[src/rtl/decodificador_varredura.sv]
// Registered N-to-2^N decoder with direct, thermometer and scan modes.
// Scan mode steps a one-hot select through all outputs via a prescaler.
module decodificador_varredura #(
  parameter int N          = 3,
  parameter int DIV        = 4,
  parameter bit ACTIVE_LOW = 1'b0
) (
  input  logic              clk,
  input  logic              rst,
  input  logic              en,
  input  logic [1:0]        modo,
  input  logic              carregar,
  input  logic [N-1:0]      sel,
  output logic [2**N-1:0]   saida,
  output logic [N-1:0]      indice,
  output logic              volta
);

  localparam int OUTS = 2**N;
  localparam int PW   = (DIV > 1) ? $clog2(DIV) : 1;

  localparam logic [PW-1:0]   PMAX = PW'(DIV - 1);
  localparam logic [N-1:0]    IMAX = '1;
  localparam logic [OUTS-1:0] INV  = ACTIVE_LOW ? '1 : '0;

  localparam logic [1:0] M_DIR  = 2'b00;
  localparam logic [1:0] M_UP   = 2'b01;
  localparam logic [1:0] M_DN   = 2'b10;
  localparam logic [1:0] M_TERM = 2'b11;

  logic [PW-1:0]   presc;
  logic [PW-1:0]   presc_n;
  logic [1:0]      modo_q;
  logic [N-1:0]    idx_n;
  logic            volta_n;
  logic            scan;
  logic [OUTS-1:0] dec;

  assign scan = (modo == M_UP) || (modo == M_DN);

  // Priority: carregar > mode change > step; non-scan modes follow sel.
  always_comb begin
    idx_n   = indice;
    presc_n = presc;
    volta_n = 1'b0;
    if (!scan) begin
      idx_n   = sel;
      presc_n = '0;
    end else if (carregar) begin
      idx_n   = sel;
      presc_n = '0;
    end else if (modo != modo_q) begin
      presc_n = '0;
    end else if (presc == PMAX) begin
      presc_n = '0;
      if (modo == M_UP) begin
        idx_n   = indice + 1'b1;
        volta_n = (indice == IMAX);
      end else begin
        idx_n   = indice - 1'b1;
        volta_n = (indice == '0);
      end
    end else begin
      presc_n = presc + 1'b1;
    end
  end

  always_comb begin
    dec = '0;
    for (int i = 0; i < OUTS; i++) begin
      if (modo == M_TERM)
        dec[i] = (N'(i) <= idx_n);
      else
        dec[i] = (N'(i) == idx_n);
    end
  end

  always_ff @(posedge clk) begin
    if (rst) begin
      saida  <= INV;
      indice <= '0;
      volta  <= 1'b0;
      presc  <= '0;
      modo_q <= modo;
    end else if (!en) begin
      saida  <= INV;
      volta  <= 1'b0;
    end else begin
      saida  <= dec ^ INV;
      indice <= idx_n;
      volta  <= volta_n;
      presc  <= presc_n;
      modo_q <= modo;
    end
  end

  logic unused_dir;
  assign unused_dir = (M_DIR == 2'b00);

endmodule

[config.mk]
export PLATFORM = sky130hd
export DESIGN_NAME = decodificador_varredura
export DESIGN_NICKNAME = d
export VERILOG_FILES = /design/src/rtl/decodificador_varredura.sv
export SDC_FILE = /design/constraint.sdc
export NUM_CORES = 1
export LEC_CHECK = 0
export CAP_MARGIN = 20
export CORE_ASPECT_RATIO = 1.1
export CORE_MARGIN = 2
export CORE_UTILIZATION = 51
export CTS_CLUSTER_DIAMETER = 50
export CTS_CLUSTER_SIZE = 25
export DETAILED_ROUTE_END_ITERATION = 12
export GPL_TIMING_DRIVEN = 0
export HOLD_SLACK_MARGIN = 0.03
export PLACE_DENSITY_LB_ADDON = 0.25
export SYNTH_ARGS = -nofsm -noshare
export SYNTH_HDL_FRONTEND = slang
export SYNTH_SLANG_ARGS = --single-unit
[constraint.sdc]
create_clock -name clk -period 3.8 [get_ports clk]
set_input_delay 0.38 -clock clk [delete_from_list [all_inputs] [get_ports clk]]
set_output_delay 0.38 -clock clk [all_outputs]
set_load 0.05 [all_outputs]
* Yosys cells after proc, flatten, opt, wreduce, memory -nomap -nowiden
Cells that the tools add are included.
** Storage, ports and cells
- Bits in registers :: 16
- Latch bits :: 0
- Bits in writable memories :: 0
- ROM bits :: 0
- Bits of input ports :: 9
- Output and inout bits :: 12
- Word-level logic and storage cells :: 58
- Memories kept :: 0
** Cells by class
- Add/subtract/negate cells :: 3
- Multiply operators :: 0
- Div/mod/pow operators :: 0
- Magnitude comparators :: 8
- Eq/ne operators :: 13
- Shifts and indexed selects :: 0
- Multiplexer cells :: 20
- Bitwise operators :: 3
- Reductions and logical operators :: 6
** Operator list (number)
- $mux 3 :: 5
- $eq 3x3->1 const A :: 4
- $le 3x3->1 const A :: 4
- $mux 2 :: 6
- $mux 1 :: 9
- $eq 2x2->1 const B :: 3
- $eq 2x3->1 const A :: 2
- $le 1x3->1 const A :: 2
- $le 2x3->1 const A :: 2
- $logic_not 3->1 :: 2
- $reduce_or 6->1 :: 1
- $add 3x1->3 const B :: 1
- $eq 1x3->1 const A :: 1
- $eq 3x3->1 const B :: 1
- $not 1->1 :: 3
- $sub 3x1->3 const B :: 1
- $add 2x1->2 const B :: 1
- $eq 2x1->1 const B :: 1
- $ne 2x2->1 :: 1
- $reduce_bool 2->1 :: 1
- $reduce_or 2->1 :: 1
- $logic_or 1x1->1 :: 1

* Depth between registers and ports, before layout
Gate-level depths: netlist (run 1).
- Depth after elaboration :: 8
- Gate-level depth with buffers :: 8

* Worst setup path after synthesis (run 1)
No wires, ideal clock.
- Path type :: reg-to-reg
- From :: register indice[0]
- To :: register saida[2]
- Setup time :: 0.116 ns
- Data arrival time :: 2.096 ns
- Data required time :: 3.684 ns
- Slack :: 1.588 ns
- Cell stages (with the launch flop) :: 8
- Buffers on the path :: 0
- Path through :: dfxtp_1 -> inv_1 -> fa_1 -> xor2_1 -> o211a_2 -> nand3_2 -> nor2_1 -> and3b_1
** On the way
- Cells in the longest elaborated chain, start to end :: 8
** RTL lines
- start, declared :: line 15 : output logic [N-1:0] indice,
- start signal, assigned :: line 90 : indice <= idx_n;
- $sub 3x1->3 or $add 3x1->3 (tied branches) :: line 60, 57
- $mux 3 :: line 56 : if (modo == M_UP) begin
- $mux 3 :: line 54 : end else if (presc == PMAX) begin
- $mux 3 * :: line 52 : end else if (modo != modo_q) begin
- $mux 3 * :: line 49 : end else if (carregar) begin
- $mux 3 * :: line 46 : if (!scan) begin
- $le 2x3->1 or $eq 2x3->1 (tied branches) :: line 72, 74
- $mux 1 * :: line 71 : if (modo == M_TERM)
- end signal, assigned :: line 89 : saida <= dec ^ INV;
- end, declared :: line 14 : output logic [2**N-1:0] saida,
Every way passes the cells marked *; elsewhere a longest branch is shown, timed or not.
A chain may end at the register's enable or synchronous reset.

* Worst setup path in the final report (run 1)
- From :: input port modo[1]
- To :: register saida[2]
** On the way
- Cells in the longest elaborated chain, start to end :: 8
** RTL lines
- start, declared :: line 11 : input logic [1:0] modo,
- $eq 2x1->1 :: line 39, 56
- $mux 3 :: line 56
- $mux 3 :: line 54
- $mux 3 :: line 52
- $mux 3 :: line 49
- $mux 3 :: line 46
- $le 2x3->1 or $eq 2x3->1 (tied branches) :: line 72, 74
- $mux 1 * :: line 71
Marked as above.

==> results of run 1 <==
-- how the worst min path moves through the flow --
stage                         from       end  cells past startpoint
after CTS                       en  presc[0]                      3
after floorplan           presc[1]  presc[1]                      2
final                     presc[1]  presc[1]                      2
after global placement    presc[1]  presc[1]                      2
after detailed placement  presc[1]  presc[1]                      2
after global routing      presc[1]  presc[1]                      2
-- Yosys cell counts --
| cell type | number |
|---|---|
| sky130_fd_sc_hd__dfxtp_1 | 14 |
| sky130_fd_sc_hd__nor2b_1 | 1 |
| sky130_fd_sc_hd__inv_1 | 4 |
| sky130_fd_sc_hd__or4b_1 | 1 |
| sky130_fd_sc_hd__nand3_2 | 1 |
| sky130_fd_sc_hd__a31o_1 | 1 |
| sky130_fd_sc_hd__ha_1 | 3 |
| sky130_fd_sc_hd__xor2_1 | 1 |
| sky130_fd_sc_hd__or4_1 | 1 |
| sky130_fd_sc_hd__clkbuf_1 | 2 |
| sky130_fd_sc_hd__or2_2 | 1 |
| sky130_fd_sc_hd__nand4_1 | 5 |
| sky130_fd_sc_hd__or2_4 | 1 |
| sky130_fd_sc_hd__o21ai_1 | 1 |
| sky130_fd_sc_hd__nand2b_1 | 2 |
| sky130_fd_sc_hd__o21ai_0 | 2 |
| sky130_fd_sc_hd__a21oi_2 | 1 |
| sky130_fd_sc_hd__or3b_1 | 1 |
| sky130_fd_sc_hd__nor4b_1 | 1 |
| sky130_fd_sc_hd__a21oi_1 | 3 |
| sky130_fd_sc_hd__nor2_1 | 9 |
| sky130_fd_sc_hd__nand3_1 | 4 |
| sky130_fd_sc_hd__a21o_2 | 1 |
| sky130_fd_sc_hd__a31oi_2 | 1 |
| sky130_fd_sc_hd__nand2_1 | 5 |
| sky130_fd_sc_hd__a31o_4 | 1 |
| sky130_fd_sc_hd__fa_1 | 1 |
| sky130_fd_sc_hd__mux2i_1 | 5 |
| sky130_fd_sc_hd__a31o_2 | 1 |
| sky130_fd_sc_hd__and4_1 | 1 |
| sky130_fd_sc_hd__xnor2_2 | 2 |
| sky130_fd_sc_hd__nor2b_2 | 1 |
| sky130_fd_sc_hd__and3b_1 | 1 |
| sky130_fd_sc_hd__o211a_2 | 1 |
| sky130_fd_sc_hd__and3_2 | 1 |
| sky130_fd_sc_hd__edfxtp_1 | 2 |
| sky130_fd_sc_hd__o21ai_2 | 1 |
-- layer usage --
layer	global-route usage [%]	up-vias	share of wire, %
li1	-	354	-
met1	19.1	312	43
met2	31.8	21	49
met3	3.53	8	4.1
met4	16.9	0	3.5
met5	0	-	0
-- per-stage QoR --
| step | instance area (um2) | setup slack, ns |
|---|---|---|
| finish | 1090 | 1.35 |
| global route | 1090 | 1.22 |
| CTS | 1090 | 1.35 |
| detailed placement | 1050 | 1.03 |
| global placement | 1050 | 1.11 |
| floorplan | 842 | 1.59 |
-- final cells by class --
type,instances,area [um2],share of cell area [%]
repair buffers,19,190,17.5
plain buffers,2,7.51,0.689
multi-input cells,63,479,44.0
well taps,17,21.3,1.95
inverters,4,15.0,1.38
flip-flops and latches,16,340,31.2
clock buffers,4,36.3,3.33
-- registers in the layout, summed over array words and instances, names as in the netlist --
signal / flops
saida: 8
modo_q: 2
indice: 3
presc: 2
volta: 1
-- kinds of logic (layout without fill, tap and decap cells) --
group	Yosys count	in the layout	share of synthesized area, %
compound gates	14	14	13.5
xor+xnor	3	3	4.90
fa+ha+maj	4	4	6.84
buf+inv	6	29	2.67
flops	16	16	40.4
mux	5	5	5.94
simple gates	37	37	25.7
-- where the power goes --
part           internal (W)  total [W]  leakage, nW  switching [W]
Clock             0.0000584   0.000115       0.0210      0.0000565
Sequential         0.000179   0.000185        0.134     0.00000543
Combinational     0.0000412   0.000100        0.268      0.0000592
-- layout by cell type, fill, tap and decap left out, drive strengths merged, types with 2 or more instances in the layout --
| cell type | netlist | final |
|---|---|---|
| a21oi | 4 | 4 |
| a31o | 3 | 3 |
| clkbuf | 2 | 6 |
| clkdlybuf4s50 | 0 | 19 |
| dfxtp | 14 | 14 |
| edfxtp | 2 | 2 |
| ha | 3 | 3 |
| inv | 4 | 4 |
| mux2i | 5 | 5 |
| nand2 | 5 | 5 |
| nand2b | 2 | 2 |
| nand3 | 5 | 5 |
| nand4 | 5 | 5 |
| nor2 | 9 | 9 |
| nor2b | 2 | 2 |
| o21ai | 4 | 4 |
| or2 | 2 | 2 |
| xnor2 | 2 | 2 |
-- worst max-delay path: stages --
cell and delay [ns]:
sky130_fd_sc_hd__clkdlybuf4s50_1 0.59, sky130_fd_sc_hd__inv_1 0.08, sky130_fd_sc_hd__ha_1 0.24, sky130_fd_sc_hd__fa_1 0.39, sky130_fd_sc_hd__xor2_1 0.18, sky130_fd_sc_hd__o211a_2 0.22, sky130_fd_sc_hd__nand3_2 0.15, sky130_fd_sc_hd__nor2_1 0.21
sky130_fd_sc_hd__and3b_1 0.19
==> impl_metrics.xml, run 1 <==
<?xml version="1.0" encoding="UTF-8"?>
<metrics>
  <group name="grt">
    <metric name="groute.usage.overall" unit="%">18.4</metric>
    <metric name="grt_overflow_total" unit="">0</metric>
    <metric name="grt_first_pass_wirelength" unit="mm">2.57</metric>
    <metric name="grt_antenna_before_repair" unit="">0</metric>
    <metric name="grt_max_degree" unit="">10</metric>
    <metric name="grt_pass1_vias" unit="">633</metric>
  </group>
  <group name="timing">
    <metric name="setup-tns-final" unit="ns">0</metric>
    <metric name="setup_viol_count_final" unit="">0</metric>
    <metric name="final_hold_violation_count" unit="">0</metric>
    <metric name="maxSlewHeadroom" unit="%">66.9</metric>
    <metric name="tightestPinTransition" unit="ns">0.495</metric>
    <metric name="layout_worst_path_cycle_share" unit="%">64.5</metric>
    <metric name="grt_setup_unrepaired" unit="">false</metric>
    <metric name="clock.fmax" unit="MHz">408</metric>
    <metric name="drv_slew" unit="">0</metric>
    <metric name="hold_ws" unit="ns">0.488</metric>
    <metric name="period_needed" unit="ns">2.45</metric>
    <metric name="fin_worst_skew" unit="ns">0.00532</metric>
  </group>
  <group name="final_layout">
    <metric name="synthToLayoutAreaGrowth" unit="%">29.4</metric>
    <metric name="number_of_nets_in_the_layout" unit="">122</metric>
    <metric name="fraction_of_layout_cells_with_a_size_suffix_above_1" unit="%">16.7</metric>
    <metric name="postLayoutCoreUtil" unit="%">70.0</metric>
    <metric name="nFillCells" unit="">127</metric>
    <metric name="insertedDiodeCount" unit="">0</metric>
    <metric name="layout.cells.non_filler" unit="">125</metric>
  </group>
  <group name="logic_synthesis">
    <metric name="synth_top_cells_by_area" unit="">sky130_fd_sc_hd__dfxtp_1 (33%), sky130_fd_sc_hd__edfxtp_1 (7.1%), sky130_fd_sc_hd__mux2i_1 (5.9%)</metric>
    <metric name="ys_types" unit="">37</metric>
    <metric name="seq_area_frac_synth" unit="%">40.4</metric>
    <metric name="synth-warning-count" unit="">0</metric>
    <metric name="synth_nets" unit="">98</metric>
    <metric name="avgSynthCellArea" unit="um2">9.91</metric>
    <metric name="synth_largest_type_area_fraction" unit="%">33.3</metric>
    <metric name="top_cell_type_by_total_area_after_synthesis" unit="">sky130_fd_sc_hd__dfxtp_1</metric>
    <metric name="syn_area" unit="um2">842</metric>
    <metric name="synth_cells" unit="">85</metric>
    <metric name="ys_ff_latch" unit="">16</metric>
  </group>
  <group name="floorplanning">
    <metric name="die_height" unit="um">46.6</metric>
    <metric name="fp-row-count" unit="">15</metric>
    <metric name="floorplan.io_pins" unit="">21</metric>
    <metric name="core_area" unit="um2">1560</metric>
    <metric name="width_of_the_die" unit="um">42.7</metric>
    <metric name="floorplan.initialDensity" unit="%">54.1</metric>
    <metric name="die_area" unit="um2">1990</metric>
  </group>
  <group name="route">
    <metric name="drt-pass1-iter-count" unit="">4</metric>
    <metric name="drc" unit="">0</metric>
    <metric name="antenna_left" unit="">0</metric>
    <metric name="via_per_inst" unit="">5.56</metric>
    <metric name="finalWirelength" unit="mm">1.63</metric>
    <metric name="routed_wire_length_per_instance" unit="um">13.1</metric>
    <metric name="dr.first_iter.drc_count" unit="">3</metric>
    <metric name="route.vias.total" unit="">695</metric>
  </group>
  <group name="critical_path">
    <metric name="crit_start" unit="">modo[1]</metric>
    <metric name="r2r-end" unit="">saida[2]</metric>
    <metric name="cp-endpoint" unit="">saida[2]</metric>
    <metric name="reg2reg_setup_slack" unit="ns">1.81</metric>
    <metric name="cp_data_arrival_time" unit="ns">2.64</metric>
    <metric name="r2r.worst_path.cells" unit="">7</metric>
    <metric name="setup.worst_path.end_class" unit="">flip-flop</metric>
    <metric name="timing.critical_path.required" unit="ns">3.99</metric>
    <metric name="crit_type" unit="">input pin to flip-flop</metric>
    <metric name="worst_r2r_src" unit="">indice[0]</metric>
    <metric name="cp_max_fo" unit="">6</metric>
    <metric name="worstSetupStartpointType" unit="">input pin</metric>
  </group>
  <group name="cts">
    <metric name="holdBufCountCts" unit="">0</metric>
    <metric name="cts_root_buf" unit="">sky130_fd_sc_hd__clkbuf_4</metric>
    <metric name="clock_insertion_delay_worst_skew" unit="ns">0.29</metric>
    <metric name="cts.sinks" unit="">16</metric>
    <metric name="tritoncts_clock_tree" unit="">done</metric>
    <metric name="number_of_buffers_created_by_cts" unit="">3</metric>
    <metric name="post-cts-setup-buffer-count" unit="">0</metric>
    <metric name="clockBufferDepth" unit="">2</metric>
    <metric name="htreeDepth" unit="">1</metric>
    <metric name="postCtsResizedCells" unit="">0</metric>
    <metric name="reg_clk_slew_reported_paths" unit="ns">0.09</metric>
  </group>
  <group name="power_and_ir_drop">
    <metric name="design_power_total" unit="W">0.000400</metric>
    <metric name="power_density" unit="nW/um2">367</metric>
    <metric name="vdd_drop_max" unit="mV">0.207</metric>
    <metric name="cellLeakagePower" unit="nW">0.423</metric>
  </group>
  <group name="flow_run">
    <metric name="drv.max_cap_violation_count" unit="">0</metric>
  </group>
  <group name="worst_hold_path">
    <metric name="class_of_the_most_critical_hold_timing_path" unit="">flip-flop to flip-flop</metric>
  </group>
  <group name="place">
    <metric name="place_congestion" unit="">0.767</metric>
    <metric name="place.detailed.hpwl" unit="mm">1.27</metric>
    <metric name="numPortBuffers" unit="">19</metric>
    <metric name="dp.cells" unit="">121</metric>
  </group>
  <group name="status">
    <metric name="outcome" unit="">finished, final reports clean</metric>
  </group>
</metrics>
Power figures use the tool's default switching activity.
==> run 2: changes to the inputs <==
CORE_UTILIZATION = 47   (was 51)
clock period = 2.3 ns   (was 3.8 ns; I/O delays follow)
==> run 2 against run 1 <==
  * Global-route usage is 2.6 points lower
  * Total power grew 65%
  * Via count down 1.4%
  * Critical endpoint unchanged
  * Design area grew 0.57%
  * Register-to-register slack worse by 1.5 ns
  * Utilization decreased by 7.0 points
  * Largest cell class unchanged
  * Clock skew increased by 0.00065 ns
  * Count of clock-buffer cells in the layout did not move
  * Clock power rose by 63%
  * Cell count is 0.80% higher
  * Wire length fell by 5.3%
==> impl_metrics.xml, run 2 (synthesis gave the netlist of run 1 again) <==
<?xml version="1.0" encoding="UTF-8"?>
<metrics>
  <group name="place">
    <metric name="dp.cells" unit="">122</metric>
    <metric name="numPortBuffers" unit="">19</metric>
    <metric name="place.detailed.hpwl" unit="mm">1.19</metric>
    <metric name="place_congestion" unit="">0.797</metric>
    <metric name="placed_area" unit="um2">1050</metric>
  </group>
  <group name="critical_path">
    <metric name="worstSetupStartpointType" unit="">input pin</metric>
    <metric name="timing.critical_path.required" unit="ns">2.49</metric>
    <metric name="crit_type" unit="">input pin to flip-flop</metric>
    <metric name="cp_max_fo" unit="">6</metric>
    <metric name="cp_data_arrival_time" unit="ns">2.36</metric>
    <metric name="setup.worst_path.end_class" unit="">flip-flop</metric>
  </group>
  <group name="final_layout">
    <metric name="largest-register" unit="">saida</metric>
    <metric name="number_of_nets_in_the_layout" unit="">122</metric>
    <metric name="insertedDiodeCount" unit="">0</metric>
    <metric name="largest_register_ffs" unit="">8</metric>
    <metric name="layout.cells.most_common" unit="">sky130_fd_sc_hd__clkdlybuf4s50_1</metric>
    <metric name="nFillCells" unit="">155</metric>
    <metric name="fraction_of_layout_cells_with_a_size_suffix_above_1" unit="%">17.6</metric>
    <metric name="post-route-cell-area" unit="um2">1100</metric>
    <metric name="synthToLayoutAreaGrowth" unit="%">30.2</metric>
    <metric name="biggestRegsByFlops" unit="">saida: 8 flops, indice: 3 flops</metric>
    <metric name="commonest_non_fill_non_tap_cells_in_the_layout" unit="">sky130_fd_sc_hd__clkdlybuf4s50_1 (18), sky130_fd_sc_hd__dfxtp_1 (14), sky130_fd_sc_hd__nor2_1 (8)</metric>
    <metric name="layout.cells.non_filler" unit="">126</metric>
  </group>
  <group name="route">
    <metric name="finalWirelength" unit="mm">1.55</metric>
    <metric name="drt-pass1-iter-count" unit="">4</metric>
    <metric name="dr.first_iter.drc_count" unit="">10</metric>
    <metric name="antenna_left" unit="">0</metric>
    <metric name="routed_wire_length_per_instance" unit="um">12.3</metric>
    <metric name="route.vias.total" unit="">685</metric>
    <metric name="via_per_inst" unit="">5.44</metric>
    <metric name="drc" unit="">0</metric>
  </group>
  <group name="grt">
    <metric name="grt_overflow_total" unit="">0</metric>
    <metric name="grt_first_pass_wirelength" unit="mm">2.54</metric>
    <metric name="grt_pass1_vias" unit="">612</metric>
    <metric name="grt_max_degree" unit="">10</metric>
    <metric name="grt_antenna_before_repair" unit="">0</metric>
    <metric name="groute.usage.overall" unit="%">15.9</metric>
  </group>
  <group name="floorplanning">
    <metric name="die_height" unit="um">48.4</metric>
    <metric name="floorplan.initialDensity" unit="%">48.3</metric>
    <metric name="core_area" unit="um2">1740</metric>
    <metric name="fp-row-count" unit="">16</metric>
    <metric name="floorplan.io_pins" unit="">21</metric>
    <metric name="width_of_the_die" unit="um">44.4</metric>
    <metric name="die_area" unit="um2">2150</metric>
  </group>
  <group name="timing">
    <metric name="fin_worst_skew" unit="ns">0.00598</metric>
    <metric name="final_hold_violation_count" unit="">0</metric>
    <metric name="setup_viol_count_final" unit="">0</metric>
    <metric name="tightestPinTransition" unit="ns">0.499</metric>
    <metric name="setup-tns-final" unit="ns">0</metric>
    <metric name="layout_worst_path_cycle_share" unit="%">94.1</metric>
    <metric name="period_needed" unit="ns">2.16</metric>
    <metric name="grt_setup_unrepaired" unit="">false</metric>
    <metric name="maxSlewHeadroom" unit="%">66.6</metric>
    <metric name="clock.fmax" unit="MHz">462</metric>
    <metric name="drv_slew" unit="">0</metric>
  </group>
  <group name="cts">
    <metric name="post-cts-setup-buffer-count" unit="">0</metric>
    <metric name="reg_clk_slew_reported_paths" unit="ns">0.10</metric>
    <metric name="holdBufCountCts" unit="">0</metric>
    <metric name="cts_root_buf" unit="">sky130_fd_sc_hd__clkbuf_4</metric>
    <metric name="number_of_buffers_created_by_cts" unit="">3</metric>
    <metric name="htreeDepth" unit="">1</metric>
    <metric name="clockBufferDepth" unit="">2</metric>
    <metric name="clock_insertion_delay_worst_skew" unit="ns">0.29</metric>
    <metric name="tritoncts_clock_tree" unit="">done</metric>
    <metric name="cts.sinks" unit="">16</metric>
    <metric name="postCtsResizedCells" unit="">0</metric>
  </group>
  <group name="power_and_ir_drop">
    <metric name="power_density" unit="nW/um2">602</metric>
    <metric name="pwr-share-comb" unit="%">25.2</metric>
    <metric name="netSwitchingFraction" unit="%">30.2</metric>
    <metric name="cellLeakagePower" unit="nW">0.432</metric>
    <metric name="power_report.internal_total" unit="W">0.000460</metric>
    <metric name="clock_power_share" unit="%">28.5</metric>
    <metric name="switchingPower" unit="W">0.000199</metric>
    <metric name="design_power_total" unit="W">0.000659</metric>
    <metric name="vdd_drop_max" unit="mV">0.401</metric>
    <metric name="seq_power_share" unit="%">46.3</metric>
  </group>
  <group name="flow_run">
    <metric name="drv.max_cap_violation_count" unit="">0</metric>
  </group>
  <group name="status">
    <metric name="outcome" unit="">finished, final reports clean</metric>
  </group>
  <group name="worst_hold_path">
    <metric name="class_of_the_most_critical_hold_timing_path" unit="">input pin to flip-flop</metric>
  </group>
</metrics>
==> run 2: changes by cell type in the layout (fill, tap and decap cells not counted) <==
| cell | change |
|---|---|
| sky130_fd_sc_hd__nor2_2 | +1 |
| sky130_fd_sc_hd__clkdlybuf4s50_1 | -1 |
| sky130_fd_sc_hd__nor2_1 | -1 |
| sky130_fd_sc_hd__dlymetal6s2s_1 | +1 |
==> run 2: area by class of cell <==
cell class	count	area (um2)	share of cell area [%]
Multi-Input combinational cell	63	482	43.9
Sequential cell	16	340	31.1
Timing Repair Buffer	19	193	17.6
Clock buffer	4	36.3	3.31
Tap cell	18	22.5	2.05
Inverter	4	15.0	1.37
Buffer	2	7.51	0.685
==> run 2: path summary, 6_finish.rpt <==
path,startpoint,to,slack [ns],cells past startpoint
min reg2reg,presc[1],presc[1],0.49,2
max reg2reg,indice[0],saida[2],0.34,7
max,modo[0],saida[2],0.14,8
min,modo[1],modo_q[1],0.31,1
==> run 2: critical path: stages <==
cell                              delay [ns]
sky130_fd_sc_hd__clkdlybuf4s50_1        0.50
sky130_fd_sc_hd__ha_1                   0.31
sky130_fd_sc_hd__fa_1                   0.39
sky130_fd_sc_hd__xor2_1                 0.18
sky130_fd_sc_hd__o211a_2                0.22
sky130_fd_sc_hd__nand3_2                0.15
sky130_fd_sc_hd__nor2_2                 0.18
sky130_fd_sc_hd__and3b_1                0.19
==> run 2: power groups by stage <==
stage	combinational [W]	sequential [W]	clock [W]
3_5_place_dp	0.000165	0.000312	0
2_1_floorplan	0.0000820	0.000344	0
5_1_grt	0.000179	0.000307	0.000203
6_report	0.000166	0.000305	0.000188
4_1_cts	0.000166	0.000306	0.000190
3_3_place_gp	0.000161	0.000311	0
==> run 2: stage by stage <==
step / setup slack [ns] / util (%) / hold slack, ns
2_1_floorplan: 0.0879 / - / 0.299
3_3_place_gp: -0.236 / 60.6 / 0.459
3_5_place_dp: -0.292 / 60.6 / 0.470
4_1_cts: 0.0213 / 62.6 / 0.335
5_1_grt: 0.0292 / 62.9 / 0.302
6_report: 0.135 / 62.9 / 0.305
==> run 2: layer usage <==
layer	vias to the layer above	GRT usage [%]	share of wire, %
li1	353	-	-
met1	297	19.8	46
met2	27	24.0	45
met3	8	3.73	4.4
met4	0	10.1	4.4
met5	-	0	0
==> run 3: changes to the inputs <==
CELL_PAD_IN_SITES_DETAIL_PLACEMENT = 0   (was not set)
CELL_PAD_IN_SITES_GLOBAL_PLACEMENT = 1   (was not set)
CORE_UTILIZATION = 36   (was 47)
GPL_ROUTABILITY_DRIVEN = 0   (was not set)
==> run 3 against run 2 <==
  * Clock power decreased by 4%
  * Utilization decreased by 13 points
  * Flip-flop and latch count stayed put
  * Clock skew is 0.0016 ns lower
  * Worst setup slack got worse by 0.032 ns
  * Sequential share of layout area shrank 0.32 points
  * Non-clock buffer count stayed put
  * Critical path type unchanged
  * Critical endpoint unchanged
==> impl_metrics.xml, run 3 (synthesis gave the netlist of run 1 again) <==
<?xml version="1.0" encoding="UTF-8"?>
<metrics>
  <group name="status">
    <metric name="outcome" unit="">finished, final reports clean</metric>
  </group>
  <group name="power_and_ir_drop">
    <metric name="netSwitchingFraction" unit="%">29.3</metric>
    <metric name="pwr-share-comb" unit="%">25.3</metric>
    <metric name="seq_power_share" unit="%">46.9</metric>
    <metric name="vdd_drop_max" unit="mV">0.255</metric>
    <metric name="power_density" unit="nW/um2">587</metric>
    <metric name="switchingPower" unit="W">0.000190</metric>
    <metric name="power_report.internal_total" unit="W">0.000460</metric>
    <metric name="cellLeakagePower" unit="nW">0.423</metric>
    <metric name="clock_power_share" unit="%">27.7</metric>
  </group>
  <group name="final_layout">
    <metric name="insertedDiodeCount" unit="">0</metric>
    <metric name="number_of_nets_in_the_layout" unit="">122</metric>
    <metric name="commonest_non_fill_non_tap_cells_in_the_layout" unit="">sky130_fd_sc_hd__clkdlybuf4s50_1 (18), sky130_fd_sc_hd__dfxtp_1 (14), sky130_fd_sc_hd__nor2_1 (9)</metric>
    <metric name="synthToLayoutAreaGrowth" unit="%">31.5</metric>
    <metric name="nFillCells" unit="">222</metric>
    <metric name="layout.cells.most_common" unit="">sky130_fd_sc_hd__clkdlybuf4s50_1</metric>
    <metric name="biggestRegsByFlops" unit="">saida: 8 flops, indice: 3 flops</metric>
    <metric name="fraction_of_layout_cells_with_a_size_suffix_above_1" unit="%">17.6</metric>
    <metric name="largest-register" unit="">saida</metric>
    <metric name="post-route-cell-area" unit="um2">1110</metric>
    <metric name="largest_register_ffs" unit="">8</metric>
  </group>
  <group name="worst_hold_path">
    <metric name="hp-start" unit="">en</metric>
    <metric name="class_of_the_most_critical_hold_timing_path" unit="">input pin to flip-flop</metric>
    <metric name="holdPathEnd" unit="">presc[1]</metric>
    <metric name="worst_hold_path.num_cells" unit="">3</metric>
  </group>
  <group name="timing">
    <metric name="maxSlewHeadroom" unit="%">66.9</metric>
    <metric name="hold_ws" unit="ns">0.357</metric>
    <metric name="layout_worst_path_cycle_share" unit="%">95.5</metric>
    <metric name="fin_ws" unit="ns">0.103</metric>
    <metric name="tightestPinTransition" unit="ns">0.494</metric>
    <metric name="period_needed" unit="ns">2.20</metric>
    <metric name="setup_viol_count_final" unit="">0</metric>
    <metric name="fin_worst_skew" unit="ns">0.00435</metric>
    <metric name="drv_slew" unit="">0</metric>
    <metric name="final_hold_violation_count" unit="">0</metric>
    <metric name="clock.fmax" unit="MHz">455</metric>
    <metric name="grt_setup_unrepaired" unit="">false</metric>
  </group>
  <group name="cts">
    <metric name="number_of_buffers_created_by_cts" unit="">3</metric>
    <metric name="htreeDepth" unit="">1</metric>
    <metric name="cts_root_buf" unit="">sky130_fd_sc_hd__clkbuf_4</metric>
    <metric name="cts.sinks" unit="">16</metric>
    <metric name="holdBufCountCts" unit="">0</metric>
    <metric name="clockBufferDepth" unit="">2</metric>
    <metric name="clock_insertion_delay_worst_skew" unit="ns">0.28</metric>
    <metric name="tritoncts_clock_tree" unit="">done</metric>
    <metric name="reg_clk_slew_reported_paths" unit="ns">0.09</metric>
  </group>
  <group name="grt">
    <metric name="globalRoute.busiestLayer" unit="">met2</metric>
    <metric name="grt_max_degree" unit="">10</metric>
    <metric name="gr-usage-met2" unit="%">20.4</metric>
    <metric name="met3_usage" unit="%">1.64</metric>
    <metric name="grt_pass1_vias" unit="">564</metric>
    <metric name="grt_overflow_total" unit="">0</metric>
    <metric name="groute.usage.overall" unit="%">12.3</metric>
    <metric name="grt_antenna_before_repair" unit="">0</metric>
    <metric name="grt_first_pass_wirelength" unit="mm">2.53</metric>
    <metric name="met1_usage" unit="%">16.6</metric>
  </group>
  <group name="route">
    <metric name="dr.first_iter.drc_count" unit="">5</metric>
    <metric name="finalWirelength" unit="mm">1.54</metric>
    <metric name="drc" unit="">0</metric>
    <metric name="via_per_inst" unit="">4.90</metric>
    <metric name="route.vias.total" unit="">676</metric>
    <metric name="routed_wire_length_per_instance" unit="um">11.2</metric>
    <metric name="drt-pass1-iter-count" unit="">3</metric>
    <metric name="antenna_left" unit="">0</metric>
  </group>
  <group name="critical_path">
    <metric name="r2r.worst_path.cells" unit="">7</metric>
    <metric name="worst_r2r_src" unit="">indice[0]</metric>
    <metric name="cp_max_fo" unit="">6</metric>
    <metric name="crit_type" unit="">input pin to flip-flop</metric>
    <metric name="cp_data_arrival_time" unit="ns">2.38</metric>
    <metric name="worstSetupStartpointType" unit="">input pin</metric>
    <metric name="setup.worst_path.end_class" unit="">flip-flop</metric>
    <metric name="timing.critical_path.required" unit="ns">2.48</metric>
    <metric name="crit_start" unit="">modo[0]</metric>
    <metric name="r2r-end" unit="">saida[2]</metric>
    <metric name="reg2reg_setup_slack" unit="ns">0.27</metric>
  </group>
  <group name="flow_run">
    <metric name="drv.max_cap_violation_count" unit="">0</metric>
  </group>
  <group name="floorplanning">
    <metric name="floorplan.io_pins" unit="">21</metric>
    <metric name="die_area" unit="um2">2740</metric>
    <metric name="core_area" unit="um2">2230</metric>
    <metric name="die_height" unit="um">54.7</metric>
    <metric name="floorplan.initialDensity" unit="%">37.8</metric>
    <metric name="width_of_the_die" unit="um">50.1</metric>
    <metric name="fp-row-count" unit="">18</metric>
  </group>
  <group name="place">
    <metric name="dpl_worst_slack" unit="ns">-0.321</metric>
    <metric name="numPortBuffers" unit="">19</metric>
    <metric name="place.detailed.hpwl" unit="mm">1.22</metric>
    <metric name="placed_area" unit="um2">1070</metric>
  </group>
</metrics>
run 3: worst max path at each step:
stage                     slack, ns       end  cells past startpoint
after floorplan                0.09  saida[2]                      7
after detailed placement      -0.32  saida[2]                      9
final                          0.10  saida[2]                      8
after CTS                      0.05  saida[2]                      8
after global routing          0.005  saida[1]                      8
after global placement        -0.27  saida[2]                      9
run 3: layer usage:
metal  up-vias  share of wire (%)
met2        14                 47
met1       307                 49
met4         0               0.65
met5         -                  0
li1        353                  -
met3         2                3.7
run 3: critical path, cell delays in order:
cell and delay (ns):
sky130_fd_sc_hd__clkdlybuf4s50_1 0.51, sky130_fd_sc_hd__ha_2 0.27, sky130_fd_sc_hd__fa_1 0.38, sky130_fd_sc_hd__xor2_1 0.21, sky130_fd_sc_hd__o211a_2 0.23, sky130_fd_sc_hd__nand3_2 0.16
sky130_fd_sc_hd__nor2_1 0.20, sky130_fd_sc_hd__and3b_1 0.19
run 3: repair_timing:
action	in CTS	in global routing
endpoints found under the setup margin	1	2
gates cloned	0	0
setup buffers	0	0
resized for setup	1	1
run 3: final cells by class:
type / count / area [um2] / share of cell area (%)
inverter: 4 / 15.0 / 1.36
clock buffer: 4 / 36.3 / 3.28
buffer: 2 / 7.51 / 0.678
sequential: 16 / 340 / 30.7
tap: 30 / 37.5 / 3.39
timing repair buffer: 19 / 189 / 17.1
multi-input combinational: 63 / 482 / 43.5
run 3: metrics by stage:
stage                     TNS [ns]  util [%]  cells  power, W
after floorplan                  0         -     85  0.000426
after global placement       -1.21      48.0    134  0.000476
after detailed placement     -1.62      48.0    134  0.000477
after CTS                        0      49.6    138  0.000659
after global routing             0      49.7    138  0.000689
final                            0      49.7    138  0.000650
run 3: power by group through the flow:
stage | sequential, W | combinational (W) | clock (W)
finish | 0.000305 | 0.000165 | 0.000180
global route | 0.000307 | 0.000178 | 0.000204
CTS | 0.000306 | 0.000166 | 0.000188
detailed placement | 0.000312 | 0.000165 | 0
global placement | 0.000311 | 0.000164 | 0
floorplan | 0.000344 | 0.0000820 | 0
